## config.mk

```make
export PLATFORM = sky130hd
export DESIGN_NAME = gb_timer_flat
export DESIGN_NICKNAME = d
export VERILOG_FILES = /design/src/rtl/gb_timer_pkg.sv /design/src/rtl/gb_timer_if.sv /design/src/rtl/gb_timer_divider.sv /design/src/rtl/gb_timer.sv /design/src/flat_wrapper.sv
export SDC_FILE = /design/constraint.sdc
export NUM_CORES = 1
export LEC_CHECK = 0
export CORE_MARGIN = 5
export CORE_UTILIZATION = 40
export DETAILED_ROUTE_END_ITERATION = 8
export PLACE_DENSITY = 0.67
export SLEW_MARGIN = 25
export SYNTH_ARGS = -nofsm -noshare
export SYNTH_HDL_FRONTEND = slang
export SYNTH_SLANG_ARGS = --single-unit
export TNS_END_PERCENT = 10
```

## constraint.sdc

```tcl
create_clock -name clk_i -period 2.1 [get_ports clk_i]
set_input_delay 0.315 -clock clk_i [delete_from_list [all_inputs] [get_ports clk_i]]
set_output_delay 0.315 -clock clk_i [all_outputs]
set_load 0.01 [all_outputs]
```

## src/rtl/gb_timer_pkg.sv

```systemverilog
// Shared constants, state encoding and helpers for the gb_timer peripheral.
package gb_timer_pkg;

    localparam logic [1:0] DIV_OFS  = 2'd0;
    localparam logic [1:0] TIMA_OFS = 2'd1;
    localparam logic [1:0] TMA_OFS  = 2'd2;
    localparam logic [1:0] TAC_OFS  = 2'd3;

    localparam logic [7:0] TAC_RD_MASK = 8'hF8;

    typedef enum logic [1:0] {
        IDLE     = 2'd0,
        OVF_WAIT = 2'd1,
        RELOAD   = 2'd2
    } state_e;

    // Maps the TAC clock-select field onto the system counter bit that drives TIMA.
    function automatic logic [3:0] tap_sel(input logic [1:0] clk_sel);
        logic [3:0] tap;
        case (clk_sel)
            2'b00:   tap = 4'd9;
            2'b01:   tap = 4'd3;
            2'b10:   tap = 4'd5;
            2'b11:   tap = 4'd7;
            default: tap = 4'd9;
        endcase
        return tap;
    endfunction

endpackage

```

## src/rtl/gb_timer_if.sv

```systemverilog
// Register bus between the CPU core (master) and the timer (slave), plus the IRQ line.
interface gb_timer_if;

    logic       cen_i;
    logic       sel_i;
    logic [1:0] addr_i;
    logic       wr_i;
    logic [7:0] wdata_i;
    logic [7:0] rdata_o;
    logic       irq_o;

    modport master (
        output cen_i,
        output sel_i,
        output addr_i,
        output wr_i,
        output wdata_i,
        input  rdata_o,
        input  irq_o
    );

    modport slave (
        input  cen_i,
        input  sel_i,
        input  addr_i,
        input  wr_i,
        input  wdata_i,
        output rdata_o,
        output irq_o
    );

endinterface

```

## src/rtl/gb_timer_divider.sv

```systemverilog
// Free-running system counter with DIV clear, TAC tap mux and falling-edge detector.
module gb_timer_divider
    import gb_timer_pkg::*;
#(
    parameter int CNT_W = 16
) (
    input  logic       i_clk,
    input  logic       i_rst,
    input  logic       i_cen,
    input  logic       i_div_clr,
    input  logic [2:0] i_tac,
    output logic [7:0] o_div,
    output logic       o_inc_pulse
);

    logic [CNT_W-1:0] r_sys_cnt;
    logic             r_prev_tsig;
    logic [3:0]       w_tap;
    logic             w_tsig;

    assign w_tap  = tap_sel(i_tac[1:0]);
    assign w_tsig = i_tac[2] & r_sys_cnt[w_tap];

    // Counter and previous tap level; a DIV clear or TAC change that drops the tap
    // level is seen as a falling edge, matching the original silicon glitch.
    always_ff @(posedge i_clk or posedge i_rst) begin
        if (i_rst) begin
            r_sys_cnt   <= '0;
            r_prev_tsig <= 1'b0;
        end else if (i_cen) begin
            r_sys_cnt   <= i_div_clr ? '0 : r_sys_cnt + CNT_W'(1);
            r_prev_tsig <= w_tsig;
        end else begin
            r_sys_cnt   <= r_sys_cnt;
            r_prev_tsig <= r_prev_tsig;
        end
    end

    assign o_inc_pulse = i_cen & r_prev_tsig & ~w_tsig;
    assign o_div       = r_sys_cnt[CNT_W-1 -: 8];

endmodule

```

## src/rtl/gb_timer.sv

```systemverilog
// DIV/TIMA/TMA/TAC timer peripheral: register file, overflow/reload FSM and bus decode.
module gb_timer
    import gb_timer_pkg::*;
#(
    parameter int OVF_DELAY = 4,
    parameter int CNT_W     = 16
) (
    input  logic       clk_i,
    input  logic       rst_i,
    gb_timer_if.slave  bus
);

    localparam int DLY_W = (OVF_DELAY > 1) ? $clog2(OVF_DELAY) : 1;
    localparam logic [DLY_W-1:0] DLY_INIT = DLY_W'(OVF_DELAY - 1);

    logic [7:0]       r_tima;
    logic [7:0]       r_tma;
    logic [2:0]       r_tac;
    state_e           r_state;
    logic [DLY_W-1:0] r_dly;
    logic             r_irq;

    logic             w_wr_en;
    logic             w_wr_div;
    logic             w_wr_tima;
    logic             w_wr_tma;
    logic             w_wr_tac;
    logic             w_inc;
    logic [7:0]       w_div;
    logic [7:0]       w_rdata;
    logic [7:0]       w_tima_nxt;
    logic [7:0]       w_tma_nxt;
    state_e           w_state_nxt;
    logic [DLY_W-1:0] w_dly_nxt;
    logic             w_irq_nxt;

    assign w_wr_en   = bus.cen_i & bus.sel_i & bus.wr_i;
    assign w_wr_div  = w_wr_en & (bus.addr_i == DIV_OFS);
    assign w_wr_tima = w_wr_en & (bus.addr_i == TIMA_OFS);
    assign w_wr_tma  = w_wr_en & (bus.addr_i == TMA_OFS);
    assign w_wr_tac  = w_wr_en & (bus.addr_i == TAC_OFS);

    gb_timer_divider #(
        .CNT_W (CNT_W)
    ) u_divider (
        .i_clk       (clk_i),
        .i_rst       (rst_i),
        .i_cen       (bus.cen_i),
        .i_div_clr   (w_wr_div),
        .i_tac       (r_tac),
        .o_div       (w_div),
        .o_inc_pulse (w_inc)
    );

    // Next-state logic; in RELOAD the reload takes priority over any increment.
    always_comb begin
        w_state_nxt = r_state;
        w_dly_nxt   = r_dly;
        w_tima_nxt  = r_tima;
        w_tma_nxt   = w_wr_tma ? bus.wdata_i : r_tma;
        w_irq_nxt   = 1'b0;
        case (r_state)
            IDLE: begin
                if (w_wr_tima) begin
                    w_tima_nxt = bus.wdata_i;
                end else if (w_inc) begin
                    if (r_tima == 8'hFF) begin
                        w_tima_nxt  = 8'h00;
                        w_state_nxt = OVF_WAIT;
                        w_dly_nxt   = DLY_INIT;
                    end else begin
                        w_tima_nxt = r_tima + 8'd1;
                    end
                end else begin
                    w_tima_nxt = r_tima;
                end
            end
            OVF_WAIT: begin
                if (w_wr_tima) begin
                    w_tima_nxt  = bus.wdata_i;
                    w_state_nxt = IDLE;
                end else if (w_inc && (r_tima == 8'hFF)) begin
                    w_tima_nxt = 8'h00;
                    w_dly_nxt  = DLY_INIT;
                end else begin
                    w_tima_nxt = w_inc ? (r_tima + 8'd1) : r_tima;
                    w_dly_nxt  = r_dly - DLY_W'(1);
                    if (r_dly <= DLY_W'(1)) begin
                        w_state_nxt = RELOAD;
                    end else begin
                        w_state_nxt = OVF_WAIT;
                    end
                end
            end
            RELOAD: begin
                w_tima_nxt  = w_tma_nxt;
                w_irq_nxt   = 1'b1;
                w_state_nxt = IDLE;
            end
            default: begin
                w_state_nxt = IDLE;
            end
        endcase
    end

    // Register file and FSM state; everything holds while cen_i is low.
    always_ff @(posedge clk_i or posedge rst_i) begin
        if (rst_i) begin
            r_tima  <= 8'h00;
            r_tma   <= 8'h00;
            r_tac   <= 3'b000;
            r_state <= IDLE;
            r_dly   <= '0;
            r_irq   <= 1'b0;
        end else if (bus.cen_i) begin
            r_tima  <= w_tima_nxt;
            r_tma   <= w_tma_nxt;
            r_tac   <= w_wr_tac ? bus.wdata_i[2:0] : r_tac;
            r_state <= w_state_nxt;
            r_dly   <= w_dly_nxt;
            r_irq   <= w_irq_nxt;
        end else begin
            r_tima  <= r_tima;
            r_tma   <= r_tma;
            r_tac   <= r_tac;
            r_state <= r_state;
            r_dly   <= r_dly;
            r_irq   <= r_irq;
        end
    end

    // Side-effect-free read mux; an unselected bus reads as open (all ones).
    always_comb begin
        w_rdata = 8'hFF;
        if (bus.sel_i) begin
            case (bus.addr_i)
                DIV_OFS:  w_rdata = w_div;
                TIMA_OFS: w_rdata = r_tima;
                TMA_OFS:  w_rdata = r_tma;
                TAC_OFS:  w_rdata = TAC_RD_MASK | {5'b00000, r_tac};
                default:  w_rdata = 8'hFF;
            endcase
        end else begin
            w_rdata = 8'hFF;
        end
    end

    assign bus.rdata_o = w_rdata;
    assign bus.irq_o   = r_irq;

endmodule

```

## src/flat_wrapper.sv

```systemverilog
// flat-port wrapper written by rule: the top's interface ports become plain ports
module gb_timer_flat import gb_timer_pkg::*;
#(
    parameter int OVF_DELAY = 4,
    parameter int CNT_W     = 16
)
  (clk_i, rst_i, bus_cen_i, bus_sel_i, bus_addr_i, bus_wr_i, bus_wdata_i, bus_rdata_o, bus_irq_o);
  gb_timer_if bus_i ();
  input  logic clk_i;
  input  logic rst_i;
  input wire logic [$bits(bus_i.cen_i)-1:0] bus_cen_i;
  input wire logic [$bits(bus_i.sel_i)-1:0] bus_sel_i;
  input wire logic [$bits(bus_i.addr_i)-1:0] bus_addr_i;
  input wire logic [$bits(bus_i.wr_i)-1:0] bus_wr_i;
  input wire logic [$bits(bus_i.wdata_i)-1:0] bus_wdata_i;
  output wire logic [$bits(bus_i.rdata_o)-1:0] bus_rdata_o;
  output wire logic [$bits(bus_i.irq_o)-1:0] bus_irq_o;
  assign bus_i.cen_i = bus_cen_i;
  assign bus_i.sel_i = bus_sel_i;
  assign bus_i.addr_i = bus_addr_i;
  assign bus_i.wr_i = bus_wr_i;
  assign bus_i.wdata_i = bus_wdata_i;
  assign bus_rdata_o = bus_i.rdata_o;
  assign bus_irq_o = bus_i.irq_o;
  gb_timer #(.OVF_DELAY(OVF_DELAY), .CNT_W(CNT_W)) u_core (.clk_i(clk_i), .rst_i(rst_i), .bus(bus_i));
endmodule
```

---- After elaboration in Yosys (flattened, before gate mapping) ----
Index checks and enable logic that the tools add are counted.
operators by class
  add/subtract/negate cells ............... 3
  order comparisons ....................... 2
  eq/ne operators ......................... 16
  multiplexer cells ....................... 28
  bitwise gates (word level) .............. 10
  reduce and logical (&&, ||, !) cells .... 10
operators with widths
  cell                   count
  $mux 8                 8
  $pmux 8 s4             1
  $pmux 8 s3             1
  $mux 2                 11
  $add 16x1->16 const B  1
  $mux 16                1
  $pmux 4 s4             1
  $eq 2x2->1 const B     5
  $and 1x1->1            9
  $add 8x1->8 const B    1
  $eq 8x8->1 const B     1
  $pmux 2 s2             2
  $eq 2x1->1 const B     3
  $logic_not 2->1        3
  $reduce_and 6->1       1
  $lt 4x5->1 const B     1
  $reduce_and 5->1       1
  $bmux 1 s4             1
  $ne 2x1->1 const B     2
  $ne 2x2->1 const B     2
  $ne 4x1->1 const B     1
  $reduce_and 4->1       1
  $ne 3x1->1 const B     1
  $ne 3x2->1 const B     1
  other kinds (8)        9
storage, ports and cells
  flip-flop bits (word level) ............. 41
  input bits .............................. 15

---- Depth between registers and ports, before layout ----
  depth in word-level cells ............... 11
  gate-level depth with buffers ........... 8
  gate-level depth less buffers ........... 7

---- Hierarchy ----
A second synthesis with hierarchy kept.
unflattened totals
  cell total of the unflattened synthesis .. 279
  area total of the unflattened synthesis .. 2,731.4 um^2
by module, submodules not included
  module            instances  cells an instance  area an instance (um^2)
  gb_timer          1          176                1,735.4
  gb_timer_divider  1          103                996.0

---- Least setup slack after synthesis ----
OpenSTA, ideal clock, no wires.
  path kind ............................... register to register
  from .................................... register u_core.r_tima[0]
  to ...................................... register u_core.r_state[1]
  setup time .............................. 0.124 ns
  arrival time ............................ 1.831 ns
  data required time ...................... 1.976 ns
  slack ................................... 0.145 ns
  stages on the path, launching flop included .. 8
  buffers on the path ..................... 1
  period minus slack after synthesis ...... 1.955 ns
  cells stage by stage .................... dfrtp_1 ha_1 nand4_2 or2_0 or3_1 buf_6 and3_1 a211o_1
between the ends
  longest elaborated chain between the ends .. 4
  elaborated cells between the ends (all ways) .. 5
RTL lines
  element                              line                            RTL
  start: declaration                   gb_timer.sv:16                  logic [7:0] r_tima;
  start signal: assignment             gb_timer.sv:116                 r_tima <= w_tima_nxt;
  start signal: assignment             gb_timer.sv:123                 r_tima <= r_tima;
  $eq 8x8->1 *                         gb_timer.sv:67, gb_timer.sv:82
  $logic_and 1x1->1                    gb_timer.sv:82                  end else if (w_inc && (r_tima == 8'hFF)) begin
  $ne 3x2->1 (no source line)          n/a
  $reduce_and 5->1 (no source line) *  n/a
  end signal: assignment               gb_timer.sv:119                 r_state <= w_state_nxt;
  end signal: assignment               gb_timer.sv:126                 r_state <= r_state;
  end: declaration                     gb_timer.sv:19                  state_e r_state;
Mark *: on every way between the ends. The rest lies on a longest branch, timed or not.
A chain may end at the register's enable or synchronous reset.

---- Worst setup path in the final report ----
  from .................................... register u_core.r_tima[3]
  to ...................................... output bus_rdata_o[3]
between the ends
  longest elaborated chain between the ends .. 2
RTL lines
  element           line                RTL
  $pmux 8 s4        gb_timer.sv:136     case (bus.addr_i)
  $mux 8            gb_timer.sv:135     if (bus.sel_i) begin
  end: declaration  flat_wrapper.sv:16  output wire logic [$bits(bus_i.rdata_o)-1:0] bus_rdata_o;
Every way passes these cells.

==> impl_metrics.py <==
metrics = {
    "detailed_routing": {
        "dr.pass1.iters": 4,
        "viasPerCell": 5.49,
        "drc_errors": 0,
        "drt-total-wl_um": 6720,
        "wl_per_cell_um": 15.9,
        "drt-initial-drc-count": 158,
        "vias": 2316,
        "postRouteAntennaNets": 0,
    },
    "cts": {
        "htree_levels": 2,
        "clock_sinks": 41,
        "post_cts_buffers": 0,
        "clk_latency_ns": 0.28,
        "clock-root-buffer": "clkbuf_8",
        "cts_tree": "done",
        "cts_hold_buf": 0,
        "cts_buffer_depth": 2,
        "cts_made_buffers": 5,
        "clk_pin_slew_ns": 0.08,
    },
    "pwr": {
        "p_sw_share_pct": 36.6,
        "vdd_drop_max_uv": 626,
        "p_int_mw": 2.37,
        "power.leakage_nw": 1.54,
        "p_seq_share_pct": 32.4,
        "pwr-share-comb_pct": 47.7,
        "p_clk_share_pct": 19.9,
        "powerDensity_mw_per_mm2": 1090,
        "switching_power_mw": 1.37,
    },
    "floorplan": {
        "die_y_um": 90.8,
        "placementRows": 29,
        "dieArea_sq_mm": 0.00824,
        "coreArea_sq_mm": 0.00635,
        "start_util_pct": 41.1,
        "die_width_um": 90.8,
        "pin_count": 24,
    },
    "place": {
        "dpl.hpwl_um": 5150,
        "place_ws_ns": -0.330,
        "port_buffers": 23,
        "gp_congestion": 0.893,
        "placed_area_sq_mm": 0.00327,
    },
    "setup_path": {
        "ff2ff_setup_slack_ns": 0.04,
        "r2r_cells": 7,
        "arrival_ns": 1.75,
        "cp-end-kind": "output port",
        "crit_fanout": 5,
        "cp.required_ns": 1.78,
        "crit_type": "reg -> out",
        "start_kind": "flop",
    },
    "finish": {
        "syn_to_final_growth_pct": 31.0,
        "fillerInstances": 554,
        "final_cell_area_sq_mm": 0.00342,
        "nets": 366,
        "diodes": 0,
        "post_route_cells_drive_above_1_share_pct": 26.1,
    },
    "sta": {
        "timing.hold.ws_ns": 0.462,
        "max_freq_mhz": 484,
        "worst_pin_slew_ns": 0.542,
        "hold_violations": 0,
        "setup_slack_ns": 0.0347,
        "rsz0062_at_grt": "true",
        "fin_tns_setup_ns": 0,
        "period_needed_ns": 2.07,
        "drv_slew": 0,
        "period_share_pct": 98.3,
        "max_slew_margin_pct": 63.8,
        "finalSetupViolations": 0,
        "finClkSkew_ns": 0.00287,
    },
    "synth": {
        "ys_warn_count": 0,
        "syn_area_sq_mm": 0.00261,
        "seq_area_frac_synth_pct": 39.3,
        "synth-edff-count": 0,
        "ys.flop_type": "dfrtp_1",
        "async_flop_share_pct": 100,
        "synth_area_leader_cell": "dfrtp_1",
        "synth_fp_nets": 294,
        "synth_area_leaders": "dfrtp_1 39%, mux2_2 7.8%, nor2_1 4.7%, nand2_1 4.2%, ha_1 3.4%",
        "synth_seq_cells": 41,
        "synth_area_per_cell_sq_um": 9.59,
        "syn_inst": 272,
        "ys_types": 55,
        "synth_top_area_share_pct": 39.3,
    },
    "global_route": {
        "grt_usage_pct": 16.7,
        "overflow": 0,
        "grt_first_pass_wirelength_um": 11300,
        "grt_max_degree": 42,
        "grt_pass1_vias": 2297,
        "antenna_found_initial": 0,
    },
    "job": {
        "max-cap-violations": 0,
    },
    "worst_hold_path": {
        "hp-class": "in -> async",
    },
    "status": {
        "outcome": "complete, no violations",
    },
}
==> path summary, 6_finish.rpt <==
kind,from,to
hold / removal,rst_i,u_core.u_divider.r_sys_cnt[0]$_DFFE_PP0P_
setup reg to reg,u_core.r_state[0]$_DFFE_PP0P_,u_core.r_tima[5]$_DFFE_PP0P_
hold reg to reg,u_core.r_dly[1]$_DFFE_PP0P_,u_core.r_dly[1]$_DFFE_PP0P_
min in group clk_i,u_core.r_dly[1]$_DFFE_PP0P_,u_core.r_dly[1]$_DFFE_PP0P_
setup / recovery,u_core.r_tima[3]$_DFFE_PP0P_,bus_rdata_o[3]
max in group asynchronous,rst_i,u_core.u_divider.r_sys_cnt[7]$_DFFE_PP0P_
==> per-stage QoR <==
| stage | cells | util, % | power [mW] |
|---|---|---|---|
| floorplan | 272 | - | 2.28 |
| global placement | 414 | 51.6 | 2.95 |
| detailed placement | 414 | 51.6 | 2.98 |
| CTS | 422 | 53.6 | 3.74 |
| global route | 422 | 53.8 | 4.01 |
| finish | 422 | 53.8 | 3.73 |
==> final cells by class <==
type,instances,area [sq um],share of cell area (%)
clock buffer,5,68.8,2.01
tap,77,96.3,2.82
sequential,41,1030,30.0
timing repair buffer,75,637,18.6
multi-input combinational,212,1490,43.6
inverter,9,33.8,0.989
clock inverter,3,65.1,1.90
==> kinds of logic after synthesis <==
logic type | Yosys count | synth area share [%]
AO/OA/AOI/OAI | 50 | 15.3
buffers and inverters | 19 | 3.74
adder cells (fa/ha/maj) | 7 | 3.36
multiplexers | 23 | 11.3
XOR/XNOR | 17 | 5.71
AND/OR/NAND/NOR | 115 | 21.3
flip-flops | 41 | 39.3
==> Yosys cell counts, types with 6 or more instances <==
cell type / number
o22ai_1: 6
inv_1: 9
a21oi_1: 6
o21ai_0: 7
ha_1: 7
nand3_1: 10
nor2_1: 33
nand2b_1: 8
nand2_1: 29
xnor2_1: 7
dfrtp_1: 41
mux2_2: 18
xor2_1: 10
nor3_1: 8
==> power groups by stage <==
| stage | combinational [mW] | sequential [mW] | clock (mW) |
|---|---|---|---|
| final | 1.78 | 1.21 | 0.744 |
| after global routing | 1.98 | 1.24 | 0.795 |
| after CTS | 1.78 | 1.21 | 0.762 |
| after detailed placement | 1.77 | 1.22 | 0 |
| after global placement | 1.74 | 1.22 | 0 |
| after floorplan | 1.08 | 1.21 | 0 |
==> flip-flops by register name, summed over array words and instances (netlist names) <==
register,count
u_core.r_tma,8
u_core.u_divider.r_prev_tsig,1
u_core.r_state,2
u_core.r_tac,3
u_core.bus.irq_o,1
u_core.r_tima,8
u_core.u_divider.r_sys_cnt,16
u_core.r_dly,2
==> placed cells by master, fill, tap and decap left out, drive strengths merged, types with 4 or more instances in the layout <==
master and instances:
a211oi 5, a21oi 6, buf 52, clkbuf 5, clkdlybuf4s50 15, dfrtp 41
dlygate4sd2 5, ha 7, inv 9, mux2 18, nand2 29, nand2b 8
nand3 10, nand4 5, nor2 33, nor3 8, nor4 4, o21ai 9
o22ai 6, xnor2 7, xor2 10
==> critical path, cell delays in order (launching register included) <==
cell and delay, ns:
dfrtp_1 0.48, mux2_2 0.31, o22ai_1 0.14, nand2_1 0.07, clkdlybuf4s50_1 0.47
==> metal layers <==
layer	routed length [um]	share of wire, %	GRT usage [%]
met3	269	4.0	3.08
met2	3260	49	27.4
met1	3150	47	22.8
met4	36	0.54	3.60
met5	0	0	0
==> what timing repair did <==
item / in CTS / in global routing
gates cloned: 0 / 0
pin swaps: 0 / 0
resized for setup: 8 / 4
endpoints found under the setup margin: 12 / 7
Power figures use the tool's default switching activity.
